[src/rtl/div_uns_seq.sv]
// rtl/div_uns_seq.sv - sequential radix-2 restoring unsigned divider with valid/ready handshake
//
// Computes Q = A / Y and R = A mod Y, one quotient bit per cycle.
//
// Parameters:
//   widthA  dividend / quotient width (>= widthY, >= 2)
//   widthY  divisor / remainder width
//
// Ports:
//   clk_i        clock, rising edge
//   rst_i        synchronous active-high reset
//   in_valid_i   operands A, Y valid
//   in_ready_o   block accepts operands (registered, IDLE only)
//   A            dividend
//   Y            divisor
//   out_valid_o  Q, R (and DZ) valid (registered)
//   out_ready_i  consumer accepts result
//   Q            quotient
//   R            remainder
//   DZ           divide-by-zero flag (only with DIVUNS_DIV0_FLAG_EN)
//
// Optional feature macro: DIVUNS_DIV0_FLAG_EN
//   When defined, a zero divisor bypasses the iteration and completes one
//   edge after acceptance with DZ=1, Q=all ones, R=A[widthY-1:0].

module div_uns_seq #(
    parameter int widthA = 16,
    parameter int widthY = 8
) (
    input  logic              clk_i,
    input  logic              rst_i,
    input  logic              in_valid_i,
    output logic              in_ready_o,
    input  logic [widthA-1:0] A,
    input  logic [widthY-1:0] Y,
    output logic              out_valid_o,
    input  logic              out_ready_i,
    output logic [widthA-1:0] Q,
    output logic [widthY-1:0] R
`ifdef DIVUNS_DIV0_FLAG_EN
    ,
    output logic              DZ
`endif
);

    localparam int CW = (widthA > 1) ? $clog2(widthA) : 1;
    localparam logic [CW-1:0] LAST_CNT = CW'(widthA - 1);

    typedef enum logic [1:0] {
        IDLE,
        BUSY,
        DONE
    } state_t;

    state_t            state;
    logic [widthA-1:0] qs;       // quotient / dividend shift register
    logic [widthY-1:0] rem;      // partial remainder between steps
    logic [widthY-1:0] ys;       // captured divisor
    logic [CW-1:0]     cnt;

    logic [widthY:0]   shifted;  // widthY+1-bit partial remainder after the shift
    logic              ge;       // trial subtraction has no borrow
    logic [widthY-1:0] rem_next;
    logic [widthA-1:0] qs_next;

`ifdef DIVUNS_DIV0_FLAG_EN
    logic              dz_pend;  // accepted operation had a zero divisor
`endif

    // The remainder held between steps is always < Y for a non-zero divisor,
    // so only the shifted value needs the extra bit. When the trial succeeds
    // the true difference is < Y, so a widthY-bit modular subtract is exact;
    // with Y=0 it simply passes the low bits through, which yields
    // R = A[widthY-1:0] after the full iteration.
    always_comb begin
        shifted  = {rem, qs[widthA-1]};
        ge       = (shifted >= {1'b0, ys});
        rem_next = ge ? (shifted[widthY-1:0] - ys) : shifted[widthY-1:0];
        qs_next  = {qs[widthA-2:0], ge};
    end

    always_ff @(posedge clk_i) begin
        if (rst_i) begin
            state       <= IDLE;
            in_ready_o  <= 1'b1;
            out_valid_o <= 1'b0;
            Q           <= '0;
            R           <= '0;
            qs          <= '0;
            rem         <= '0;
            ys          <= '0;
            cnt         <= '0;
`ifdef DIVUNS_DIV0_FLAG_EN
            DZ          <= 1'b0;
            dz_pend     <= 1'b0;
`endif
        end else begin
            case (state)
                IDLE: begin
                    if (in_valid_i && in_ready_o) begin
                        ys         <= Y;
                        qs         <= A;
                        rem        <= '0;
                        cnt        <= '0;
                        in_ready_o <= 1'b0;
                        state      <= BUSY;
`ifdef DIVUNS_DIV0_FLAG_EN
                        dz_pend    <= (Y == '0);
`endif
                    end
                end

                BUSY: begin
`ifdef DIVUNS_DIV0_FLAG_EN
                    if (dz_pend) begin
                        // Zero divisor: no iteration, report the saturated result.
                        Q           <= '1;
                        R           <= qs[widthY-1:0];
                        DZ          <= 1'b1;
                        dz_pend     <= 1'b0;
                        out_valid_o <= 1'b1;
                        state       <= DONE;
                    end else
`endif
                    begin
                        qs  <= qs_next;
                        rem <= rem_next;
                        cnt <= cnt + CW'(1);
                        if (cnt == LAST_CNT) begin
                            // Load the result from the final step directly so
                            // out_valid_o rises on the same edge.
                            Q           <= qs_next;
                            R           <= rem_next;
                            out_valid_o <= 1'b1;
                            state       <= DONE;
`ifdef DIVUNS_DIV0_FLAG_EN
                            DZ          <= 1'b0;
`endif
                        end
                    end
                end

                DONE: begin
                    if (out_ready_i) begin
                        out_valid_o <= 1'b0;
                        in_ready_o  <= 1'b1;
                        state       <= IDLE;
                    end
                end

                default: begin
                    state       <= IDLE;
                    in_ready_o  <= 1'b1;
                    out_valid_o <= 1'b0;
                end
            endcase
        end
    end

endmodule

[config.mk]
export PLATFORM = sky130hd
export DESIGN_NAME = div_uns_seq
export DESIGN_NICKNAME = d
export VERILOG_FILES = /design/src/rtl/div_uns_seq.sv
export SDC_FILE = /design/constraint.sdc
export NUM_CORES = 1
export LEC_CHECK = 0
export CORE_ASPECT_RATIO = 0.7
export CORE_MARGIN = 2
export CORE_UTILIZATION = 40
export CTS_CLUSTER_DIAMETER = 120
export DETAILED_ROUTE_END_ITERATION = 8
export PLACE_DENSITY = 0.64
export SLEW_MARGIN = 30
export SYNTH_ARGS = -nofsm -noshare
export SYNTH_HDL_FRONTEND = slang
export SYNTH_SLANG_ARGS = --single-unit
[constraint.sdc]
create_clock -name clk_i -period 4.33 [get_ports clk_i]
set_clock_uncertainty 0.05 [all_clocks]
set_input_delay 0.866 -clock clk_i [delete_from_list [all_inputs] [get_ports clk_i]]
set_output_delay 0.866 -clock clk_i [all_outputs]
set_load 0.02 [all_outputs]
## Word level (Yosys, flattened, before mapping)

Index checks and enable logic that the tools add are counted.

| storage, ports and cells | value |
|---|---|
| input bits | 28 |
| ROM bits | 0 |
| register bits after elaboration | 64 |
| output and inout port bits | 26 |
| bits in latches | 0 |
| memories | 0 |
| bits in writable memories | 0 |

| operators by class | value |
|---|---|
| $add $sub $neg | 2 |
| div/mod/pow operators | 0 |
| multiply operators | 0 |
| muxes and demuxes | 17 |
| shift operators | 0 |
| $lt $le $gt $ge | 1 |
| eq/ne operators | 6 |
| bitwise gates (word level) | 2 |
| reduce and logical (&&, ||, !) cells | 9 |

Operators by type and width:

| operator | number |
|---|---|
| 16-bit one-hot mux with 2 select lines | 1 |
| 16-bit 2-to-1 mux | 1 |
| 8-bit 2-to-1 mux | 2 |
| 8-bit one-hot mux with 2 select lines | 1 |
| 9-bit by 8-bit >= comparator with 1-bit output | 1 |
| 3-bit AND reduction | 3 |
| 4-bit one-hot mux with 2 select lines | 1 |
| 8-bit subtractor | 1 |
| 2-bit 2-to-1 mux | 3 |
| 2-bit inequality test (second input constant) | 3 |
| 1-bit one-hot mux with 3 select lines | 2 |
| 2-bit one-hot mux with 3 select lines | 1 |
| 2-bit AND reduction | 3 |
| 4-bit by 1-bit adder with 4-bit output (second input constant) | 1 |
| 4-bit equality test (second input constant) | 1 |
| 1-bit 2-to-1 mux | 4 |
| 4-bit 2-to-1 mux | 1 |
| 2-bit by 1-bit equality test with 1-bit output (second input constant) | 1 |
| 2-bit equality test (second input constant) | 1 |
| 2-bit zero test | 1 |
| 1-bit NOT | 2 |
| 2-bit nonzero test | 1 |
| 1-bit logical AND | 1 |

## Logic depth before layout (Yosys ltp)

Gate-level depths: netlist (run 1).

| logic depth | value |
|---|---|
| depth in word-level cells | 3 |
| depth in mapped cells | 10 |

## Worst setup path before layout (run 1)

Ideal clock, no wire load.

| timing | value |
|---|---|
| path type | reg-to-reg |
| start | reg ys[6] |
| end | reg rem[0] |
| setup slack | 2.246 ns |
| arrival | 1.965 ns |
| library setup time | 0.069 ns |
| data required time | 4.211 ns |
| period minus slack after synthesis | 2.084 ns |
| cell stages (with the launch flop) | 10 |
| path buffers | 1 |
| path through | dfxtp_1 > inv_1 > ha_1 > a21o_1 > a211oi_4 > nand2_2 > o21a_1 > buf_6 > mux2_4 > o21ai_2 |

| on the way | value |
|---|---|
| word-level cells in the longest chain between the ends | 3 |

Ends and longest elaborated chain:

| what | line | text |
|---|---|---|
| from (decl) | 58 | `logic [widthY-1:0] ys;` |
| from (signal assigned) | 91 | `ys <= '0;` |
| from (signal assigned) | 101 | `ys <= Y;` |
| 9-bit by 8-bit >= comparator with 1-bit output | 77 | `ge = (shifted >= {1'b0, ys});` |
| 8-bit 2-to-1 mux | 78 | `rem_next = ge ? (shifted[widthY-1:0] - ys) : shifted[widthY-1:0];` |
| 8-bit one-hot mux with 2 select lines | 98 | `case (state)` |
| to (signal assigned) | 127 | `rem <= rem_next;` |
| to (decl) | 57 | `logic [widthY-1:0] rem;` |

No other way between the ends.
A chain may end at the register's enable or synchronous reset.

## Final worst setup path (run 1)

| timing | value |
|---|---|
| start | reg ys[4] |
| end | reg R[2] |

| on the way | value |
|---|---|
| word-level cells in the longest chain between the ends | 2 |

Ends and longest elaborated chain:

| what | line | text |
|---|---|---|
| 9-bit by 8-bit >= comparator with 1-bit output | 77 |  |
| 8-bit 2-to-1 mux | 78 |  |
| to (signal assigned) | 133 | `R <= rem_next;` |
| to (decl) | 39 | `output logic [widthY-1:0] R` |

No other way between the ends.

==> summary.md, run 1 <==
| Metric | Value |
|---|---|
| Cell count after synthesis | 367 |
| Via count | 2621 |
| EDFF count, synth | 0 |
| Max Root-Sink Buffers | 2 |
| Die Width | 106.4 microns |
| Share of cells above drive strength 1 | 7.434% |
| CP delay by family, top | compound AO/OA/AOI/OAI gates |
| Final Setup Violations | 0 |
| Synth unique cells | 44 |
| Min-delay src | Q[7] |
| Fin util | 51.74% |
| Gpl congestion | 0.7956 |
| Slew headroom | 42.18% |
| Crit-path cells | inv_1, ha_1, and2_4, a221oi_2, nand2_1, o21ai_1, nor4_1, a211o_1 |
| Uppermost routed layer | met4 |
| Area grow syn2layout | 26.73% |
| LEAKAGE | 1.343 nW |
| Startpoint types | register |
| R2r setup slk | 1.83 ns |
| Chip height | 75.67 microns |
| Ys flop type | dfxtp_1 |
| Core area | 7189 sq um |
| Metal2 WL | 3002 microns |
| # hold bufs at CTS | 0 |
| CP Data Arrival Time | 2.68 ns |
| Largest net degree at the start of global routing | 43 |
| Max Cap Viol | 0 |
| Vias in the first global route | 2362 |
| P per Cell Area | 408.2 nW/um^2 |
| Cts repair resizes | 0 |
| Routed WL | 7096 microns |
| Vias per inst | 5.089 |
| Reg2Reg Launch Point | ys[4] |
| H-Tree Depth | 3 |
| Worst IR Drop VDD | 0.1469 mV |
| Antenna Cells | 0 |
| Root buffer cell | clkbuf_8 |
| Worst Path Max Fanout | 7 |
| M1 WL | 3565 microns |
| Initial Utilization | 40.83% |
| CP max-delay cell | o21ai_1 |
| Tcrit/Tclk final | 57.68% |
| Layout fillers | 678 |
| Async set or reset register ratio after synthesis | 0% |
| Hpwl dp | 4853 microns |
| Hold endpoint | Q[7] |
| Cell Area, Synth | 2935 sq um |
| Crit. End Element | register |
| Worst-Skew Late Latency | 0.34 ns |
| Post-Route Hold Slack | 0.4036 ns |
| Row Count | 26 |
| Final hold viol count | 0 |
| CTS tree | done |
| Setup TNS | 0 ns |
| Die ar. | 8050 sq um |
| DR pass1 iterations | 5 |
| Mean routed wirelength per cell | 13.78 microns |
| Drc violations | 0 |
| Period minus WS final | 2.498 ns |
| Hold Crit Class | reg2reg |
| Crit path kind | reg2reg |
| FF-to-FF path depth | 8 |
| Slew Limit Fails | 0 |
| TritonCTS buffer count | 9 |
| First-pass GRT wire length | 11380 microns |
| #FFs+latches synth | 64 |
| Worst hold stages | 2 |
| Post-route antenna net violation count | 0 |
| Worst Tran Pin Value | 0.8652 ns |
| RSZ-0062 raised after global routing | false |
| Status | finished clean |
| Yosys warns | 0 |
| Violation count after the first detailed-route iteration | 176 |
| Critical path's largest stage delay | 0.62 ns |
| Post-synthesis sequential area ratio | 43.65% |
| Clk slew on worst S/H paths | 0.07 ns |
| Clock sinks | 64 |
| Critical Path RT | 4.51 ns |
| I/O pins | 54 |
| Max frequency | 400.4 MHz |
| Port Buffers | 53 |
| Worst Path Buf+Inv | 1 |
| GR Util All Layers | 18.37% |
| Mapped Avg Cell Area | 7.998 sq um |
| GR Overflow Total | 0 |
| Initial antenna violation count | 0 |
| Layout Nets | 450 |
| Setup bufs post-CTS | 0 |
| Capturing point of the worst reg2reg path | R[2] |
| Syn Nets | 405 |
| Met3 Wirelength | 421 microns |
routing by layer:
metal,global-route usage [%],vias to the layer above
met5,0,-
met4,7.895,0
met3,4.021,9
met2,27.28,61
met1,25.98,1193
li1,-,1358
cell usage after synthesis (2+ instances only):
| master | count | share of area, % |
|---|---|---|
| a211o_1 | 2 | 0.60 |
| a211oi_1 | 8 | 2.0 |
| a21oi_1 | 31 | 5.3 |
| a311oi_1 | 16 | 4.8 |
| buf_2 | 4 | 0.68 |
| clkbuf_1 | 18 | 2.3 |
| dfxtp_1 | 64 | 44 |
| ha_1 | 9 | 3.8 |
| inv_1 | 14 | 1.8 |
| mux2i_1 | 5 | 1.7 |
| nand2_1 | 94 | 12 |
| nand2b_1 | 3 | 0.64 |
| nand3_1 | 6 | 1.0 |
| nand3b_1 | 2 | 0.51 |
| nand4b_1 | 2 | 0.60 |
| nor2_1 | 36 | 4.6 |
| nor2b_1 | 3 | 0.64 |
| nor3_1 | 4 | 0.68 |
| nor3b_1 | 3 | 0.77 |
| nor4_1 | 2 | 0.43 |
| o211ai_1 | 2 | 0.51 |
| o21a_1 | 3 | 0.77 |
| o21ai_0 | 10 | 1.7 |
| o21bai_1 | 2 | 0.51 |
| o311ai_0 | 3 | 0.90 |
| xnor2_1 | 3 | 0.90 |
worst min-delay path, delay by kind of cell (launching register included):
| kind | cells | cell delay [ns] |
|---|---|---|
| AO/OA/AOI/OAI | 1 | 0.05 |
| AND/OR/NAND/NOR | 1 | 0.05 |
| flip-flops | 1 | 0.31 |
cells by family (layout without fill, tap and decap cells):
kind of cell	count (synthesis)	in the layout	share of synthesized area, %
adders and majority gates	10	10	4.518
and+or+nand+nor	159	159	22.85
DFF	64	64	43.65
AOI/OAI and AO/OA	87	87	20.42
xor gates and xnor gates	4	4	1.194
buffers and inverters	37	87	5.158
muxes	6	6	2.216
state kept, by name (all words and copies together) (netlist names):
register / flops
ys: 8
state: 2
out_valid_o: 1
Q: 16
in_ready_o: 1
qs: 16
cnt: 4
R: 8
rem: 8
how the worst max path moves through the flow:
stage	startpoint	to	slack (ns)	depth (start not counted)
global placement	in_valid_i	rem[5]	1.58	5
CTS	ys[4]	R[2]	1.85	8
detailed placement	in_valid_i	rem[5]	1.53	5
finish	ys[4]	R[2]	1.83	8
floorplan	ys[6]	rem[0]	2.25	9
global route	ys[4]	R[2]	1.67	8
cells in the final DEF, fill, tap and decap left out, drive strengths merged, types with 4 or more instances in the layout:
master and instances:
a311oi 16, mux2i 5, a21oi 31, clkbuf 9
dfxtp 64, nand3 6, nor3 4, ha 9
nand2 95, nor2 36, buf 5, a211oi 9
inv 15, o21ai 12, clkdlybuf4s50 52
report_power, final:
group | internal [mW] | switching, mW | leakage (nW)
logic | 0.151 | 0.205 | 0.731
clock network | 0.265 | 0.247 | 0.0916
registers | 0.621 | 0.0286 | 0.521
through the flow:
| step | cells | setup WS [ns] | total power [mW] | cell area [sq um] |
|---|---|---|---|---|
| after floorplan | 367 | 2.246 | 0.9286 | 2935 |
| final | 515 | 1.832 | 1.519 | 3720 |
| after global routing | 515 | 1.672 | 1.595 | 3720 |
| after CTS | 515 | 1.849 | 1.531 | 3717 |
| after detailed placement | 499 | 1.533 | 1.015 | 3522 |
| after global placement | 499 | 1.582 | 1.012 | 3522 |
layout make-up:
type,count,area [sq um],share of cell area [%]
Clock buffer,9,123.9,3.330
Clock inverter,7,71.32,1.917
Inverter,14,52.55,1.413
Multi-Input combinational cell,266,1513,40.67
Sequential cell,64,1281,34.44
Tap cell,98,122.6,3.296
Timing Repair Buffer,57,555.5,14.93
Note: power is estimated with default switching activity, not from simulation.
==> inputs of run 2 (changes only) <==
==> constraint.sdc (replaced) <==
create_clock -name clk_i -period 2.55 [get_ports clk_i]
set_clock_uncertainty 0.05 [all_clocks]
set_input_delay 0.51 -clock clk_i [delete_from_list [all_inputs] [get_ports clk_i]]
set_output_delay 0.51 -clock clk_i [all_outputs]
set_load 0.02 [all_outputs]
==> run 2 against run 1 <==
Effect of this change: via count increased by 0.27%; fmax increased by 7.6%; cell area grew 1.4%; sequential power is 69% higher; power rose by 70%; worst setup slack lost 1.6 ns; clock power grew 68%; combinational power up 73%; critical path depth is the same; critical path type unchanged; largest cell class unchanged.
==> summary.md, run 2 (same netlist as run 1, synthesis figures left out) <==
| Metric | Value |
|---|---|
| Largest regs | Q (16), qs (16) |
| TritonCTS buffer count | 9 (unchanged) |
| Critical Path RT | 2.78 ns (-1.73 ns) |
| Slew headroom | 53.59% (+11 points) |
| LEAKAGE | 1.381 nW (+2.8%) |
| Gpl congestion | 0.8285 (+4.1%) |
| Max Cap Viol | 0 (unchanged) |
| Violation count after the first detailed-route iteration | 149 (-15%) |
| Slew Limit Fails | 0 (unchanged) |
| CP Data Arrival Time | 2.55 ns (-0.13 ns) |
| Worst-Skew Late Latency | 0.35 ns (about the same) |
| Hold Crit Class | reg2reg |
| Vias per inst | 5.034 (-1.1%) |
| RSZ-0062 raised after global routing | false |
| Vias in the first global route | 2368 (+0.25%) |
| Worst Path Buf+Inv | 1 (unchanged) |
| Drc violations | 0 (unchanged) |
| Layout fillers | 692 (+2.1%) |
| Crit path from | ys[3] |
| Worst IR Drop VDD | 0.2699 mV (+84%) |
| Layout Nets | 457 (+1.6%) |
| Hpwl dp | 4888 microns (+0.71%) |
| Fin util | 52.45% (+0.71 points) |
| R2r setup slk | 0.23 ns (-1.60 ns) |
| Most frequent cells in the layout | nand2_1 (94), dfxtp_1 (64), clkdlybuf4s50_1 (52) |
| First-pass GRT wire length | 11590 microns (+1.8%) |
| Post-route antenna net violation count | 0 (unchanged) |
| Clock sinks | 64 (unchanged) |
| Crit-path cells | inv_1, ha_1, and2_4, a221oi_2, nand2_1, o21a_1, mux2_4, o21ai_2 |
| Initial antenna violation count | 0 (unchanged) |
| CP delay by family, top | compound AO/OA/AOI/OAI gates |
| Largest net degree at the start of global routing | 41 (-4.7%) |
| Chip height | 75.67 microns (unchanged) |
| Core area | 7189 sq um (unchanged) |
| I/O pins | 54 (unchanged) |
| GR Overflow Total | 0 (unchanged) |
| DR pass1 iterations | 5 (unchanged) |
| Clk slew on worst S/H paths | 0.07 ns (about the same) |
| Area grow syn2layout | 28.47% |
| Routed WL | 7075 microns (-0.30%) |
| Min-delay src | Q[7] |
| Crit path kind | reg2reg |
| Status | finished clean |
| CP max-delay cell | o21a_1 |
| H-Tree Depth | 3 (unchanged) |
| Tcrit/Tclk final | 91.02% (+33 points) |
| Mean routed wirelength per cell | 13.55 microns (-1.6%) |
| Critical path's largest stage delay | 0.38 ns (-0.24 ns) |
| Worst Path Max Fanout | 9 (+2) |
| Worst Tran Pin Value | 0.6954 ns (-0.1697 ns) |
| Row Count | 26 (unchanged) |
| Via count | 2628 (+0.27%) |
| Setup bufs post-CTS | 0 (unchanged) |
| Crit. End Element | register |
| Die ar. | 8050 sq um (unchanged) |
| Die Width | 106.4 microns (unchanged) |
| CTS tree | done |
| Commonest non-fill, non-tap cell in the layout | nand2_1 |
| GR Util All Layers | 18.53% (+0.16 points) |
| # hold bufs at CTS | 0 (unchanged) |
| Period minus WS final | 2.321 ns (-0.1766 ns) |
| Cts repair resizes | 0 (unchanged) |
| Port Buffers | 53 (unchanged) |
| Share of cells above drive strength 1 | 8.491% (+1.1 points) |
| Final hold viol count | 0 (unchanged) |
| Post-Route Hold Slack | 0.4039 ns (+0.0002600 ns) |
| Max Root-Sink Buffers | 2 (unchanged) |
| Initial Utilization | 40.83% (unchanged) |
| Antenna Cells | 0 (unchanged) |
| Setup TNS | 0 ns (unchanged) |
| P per Cell Area | 684.2 nW/um^2 (+68%) |
| Reg2Reg Launch Point | ys[3] |
| Max frequency | 430.8 MHz (+7.6%) |
| Final Setup Violations | 0 (unchanged) |
| Root buffer cell | clkbuf_8 |
| Startpoint types | register |
run 2: through the flow:
stage | cell area [sq um] | power (mW) | instances | setup WS [ns]
2_1_floorplan | 2935 | 1.577 | 367 | 0.4664
3_3_place_gp | 3575 | 1.731 | 506 | 0.3099
3_5_place_dp | 3575 | 1.739 | 506 | 0.2461
4_1_cts | 3771 | 2.609 | 522 | 0.2388
5_1_grt | 3771 | 2.724 | 522 | 0.06006
6_report | 3771 | 2.580 | 522 | 0.2289
run 2: worst register-to-register path, delay by kind of cell (launching register included):
| family | cells | cell delay, ns |
|---|---|---|
| buffers and inverters | 1 | 0.04 |
| AOI/OAI and AO/OA | 3 | 0.79 |
| and+or+nand+nor | 2 | 0.35 |
| muxes | 1 | 0.37 |
| DFF | 1 | 0.33 |
| adders and majority gates | 1 | 0.32 |
run 2: worst paths after layout:
path             to  cells after the start
min reg2reg    Q[7]                      2
max reg2reg  rem[0]                      8
min            Q[7]                      2
max          rem[0]                      8
run 2: per-layer routing:
metal  routed length (microns)  GRT usage (%)  share of wire [%]
met1                      3646          27.06                 52
met2                      2998          26.35                 42
met3                       369          4.876                5.2
met4                        62          6.725               0.88
met5                         0              0                  0
run 2: layout make-up:
class | instances | area [sq um] | area share (%)
sequential | 64 | 1281 | 33.97
multi-input combinational | 266 | 1510 | 40.05
inverter | 14 | 52.55 | 1.393
timing repair buffer | 64 | 608.1 | 16.12
tap | 98 | 122.6 | 3.252
clock buffer | 10 | 127.6 | 3.384
clock inverter | 6 | 68.82 | 1.825
run 2: report_power, final:
| part | internal [mW] | total [mW] | switching, mW |
|---|---|---|---|
| clock | 0.456 | 0.860 | 0.404 |
| combinational | 0.278 | 0.618 | 0.340 |
| sequential | 1.05 | 1.10 | 0.0476 |
==> inputs of run 3 (changes only) <==
--- a/config.mk
+++ b/config.mk
@@ -10,6 +10,7 @@
 export CORE_UTILIZATION = 40
 export CTS_CLUSTER_DIAMETER = 120
 export DETAILED_ROUTE_END_ITERATION = 8
+export MAX_ROUTING_LAYER = met4
 export PLACE_DENSITY = 0.64
 export SLEW_MARGIN = 30
 export SYNTH_ARGS = -nofsm -noshare
==> run 3 against run 2 <==
Effect of this change: power increased by 0.12%; first-iteration DRC count grew 13%; combinational power hardly changed; hold slack hardly changed; via count is 0.38% higher; final cell count unchanged; flip-flop and latch count stayed put.
==> summary.md, run 3 (same netlist as run 1, synthesis figures left out) <==
| Metric | Value |
|---|---|
| Status | finished clean |
| H-Tree Depth | 3 (unchanged) |
| Setup TNS | 0 ns (unchanged) |
| Vias per inst | 5.054 (+0.38%) |
| Root buffer cell | clkbuf_8 |
| Min-delay src | Q[7] |
| Slew Limit Fails | 0 (unchanged) |
| R2r setup slk | 0.23 ns (about the same) |
| Initial antenna violation count | 0 (unchanged) |
| Cts repair resizes | 0 (unchanged) |
| Power Total | 2.583 mW (+0.12%) |
| Register area | 1281 sq um (unchanged) |
| DR pass1 iterations | 4 (-1) |
| Largest regs | Q (16), qs (16) |
| Hpwl dp | 4888 microns (unchanged) |
| Initial Utilization | 40.83% (unchanged) |
| Final hold viol count | 0 (unchanged) |
| Violation count after the first detailed-route iteration | 168 (+13%) |
| Antenna Cells | 0 (unchanged) |
| Gpl congestion | 0.8411 (+1.5%) |
| Layout fillers | 692 (unchanged) |
| Max Cap Viol | 0 (unchanged) |
| Vias in the first global route | 2362 (-0.25%) |
| Clk slew on worst S/H paths | 0.08 ns (about the same) |
| Chip height | 75.67 microns (unchanged) |
| GR Overflow Total | 0 (unchanged) |
| Max Root-Sink Buffers | 2 (unchanged) |
| Clock sinks | 64 (unchanged) |
| P per Cell Area | 685.0 nW/um^2 (+0.12%) |
| Max frequency | 430.4 MHz (-0.11%) |
| Period minus WS final | 2.324 ns (+0.002520 ns) |
| First-pass GRT wire length | 11590 microns (unchanged) |
| Critical Path RT | 2.78 ns (about the same) |
| Capturing point of the worst reg2reg path | rem[0] |
| # hold bufs at CTS | 0 (unchanged) |
| Reg2Reg Launch Point | ys[3] |
| Commonest non-fill, non-tap cell in the layout | nand2_1 |
| Drc violations | 0 (unchanged) |
| Post-route antenna net violation count | 0 (unchanged) |
| I/O pins | 54 (unchanged) |
| GR Util All Layers | 19.15% (+0.62 points) |
| Worst setup margin | 0.2264 ns (-0.002520 ns) |
| Worst-Skew Late Latency | 0.35 ns (about the same) |
| Die Width | 106.4 microns (unchanged) |
| Tcrit/Tclk final | 91.12% (+0.099 points) |
| Final Setup Violations | 0 (unchanged) |
| Worst IR Drop VDD | 0.2700 mV (about the same) |
| FF-to-FF path depth | 8 (unchanged) |
| Die ar. | 8050 sq um (unchanged) |
| CP Data Arrival Time | 2.55 ns (about the same) |
| RSZ-0062 raised after global routing | false |
| Setup bufs post-CTS | 0 (unchanged) |
| Core area | 7189 sq um (unchanged) |
| Crit path kind | reg2reg |
| Via count | 2638 (+0.38%) |
| Routed WL | 7077 microns (about the same) |
| Most frequent cells in the layout | nand2_1 (94), dfxtp_1 (64), clkdlybuf4s50_1 (52) |
| Layout Nets | 457 (unchanged) |
| Dpl ws | 0.2461 ns (unchanged) |
| Worst hold stages | 2 (unchanged) |
| Crit. End Element | register |
| TritonCTS buffer count | 9 (unchanged) |
| Worst Tran Pin Value | 0.7012 ns (+0.005791 ns) |
| Final instance area | 3771 sq um (unchanged) |
| Startpoint types | register |
| Mean routed wirelength per cell | 13.56 microns (about the same) |
| Worst Path Max Fanout | 9 (unchanged) |
| Area grow syn2layout | 28.47% (unchanged) |
| CTS tree | done |
| Area of placed instances | 3575 sq um (unchanged) |
| Slew headroom | 53.20% (-0.39 points) |
| Largest net degree at the start of global routing | 41 (unchanged) |
| Port Buffers | 53 (unchanged) |
| Hold Crit Class | reg2reg |
| Hold endpoint | Q[7] |
| Row Count | 26 (unchanged) |
| Multi-input combinational cell area | 1510 sq um (unchanged) |
| Share of cells above drive strength 1 | 8.491% (unchanged) |
| LEAKAGE | 1.381 nW (unchanged) |
==> run 3: cell counts in the layout (fill, tap and decap cells not counted) <==
No cell type changed its count.
==> run 3: critical path: stages (launching register included) <==
cell and delay [ns]:
dfxtp_1 0.33, inv_1 0.05, ha_1 0.32, and2_4 0.19, a221oi_2 0.29, nand2_1 0.16
o21a_1 0.38, mux2_4 0.36, o21ai_2 0.12
==> run 3: how the worst max path moves through the flow <==
| stage | to | start | slack, ns |
|---|---|---|---|
| 2_1_floorplan | rem[0] | ys[6] | 0.47 |
| 3_3_place_gp | rem[0] | ys[3] | 0.31 |
| 3_5_place_dp | rem[0] | ys[3] | 0.25 |
| 4_1_cts | rem[0] | ys[3] | 0.24 |
| 5_1_grt | R[6] | qs[15] | 0.06 |
| 6_report | rem[0] | ys[3] | 0.23 |
==> run 3: per-stage QoR <==
stage / hold slack (ns) / utilization (%) / instances
CTS: 0.4076 / 52.45 / 522
detailed placement: 0.3969 / 49.72 / 506
finish: 0.4040 / 52.45 / 522
floorplan: 0.3863 / - / 367
global route: 0.4257 / 52.45 / 522
global placement: 0.3926 / 49.72 / 506
==> run 3: area by class of cell <==
type                       instances  share of cell area, %
multi-input combinational        266                  40.05
sequential                        64                  33.97
timing repair buffer              64                  16.12
clock buffer                      10                  3.384
tap                               98                  3.252
clock inverter                     6                  1.825
inverter                          14                  1.393
==> run 3: power by group <==
part	leakage (nW)	switching (mW)	internal, mW	total, mW
sequential	0.521	0.0476	1.05	1.10
clock	0.0968	0.407	0.456	0.864
combinational	0.764	0.340	0.278	0.617
total	1.38	0.795	1.79	2.58
==> run 3: per-layer routing <==
layer | part of all wire (%) | global-route usage, % | up-vias
met3 | 4.2 | 4.705 | 7
met5 | 0 | - | -
met2 | 42 | 26.21 | 62
li1 | - | - | 1380
met4 | 1.1 | 6.725 | 0
met1 | 52 | 27.32 | 1189
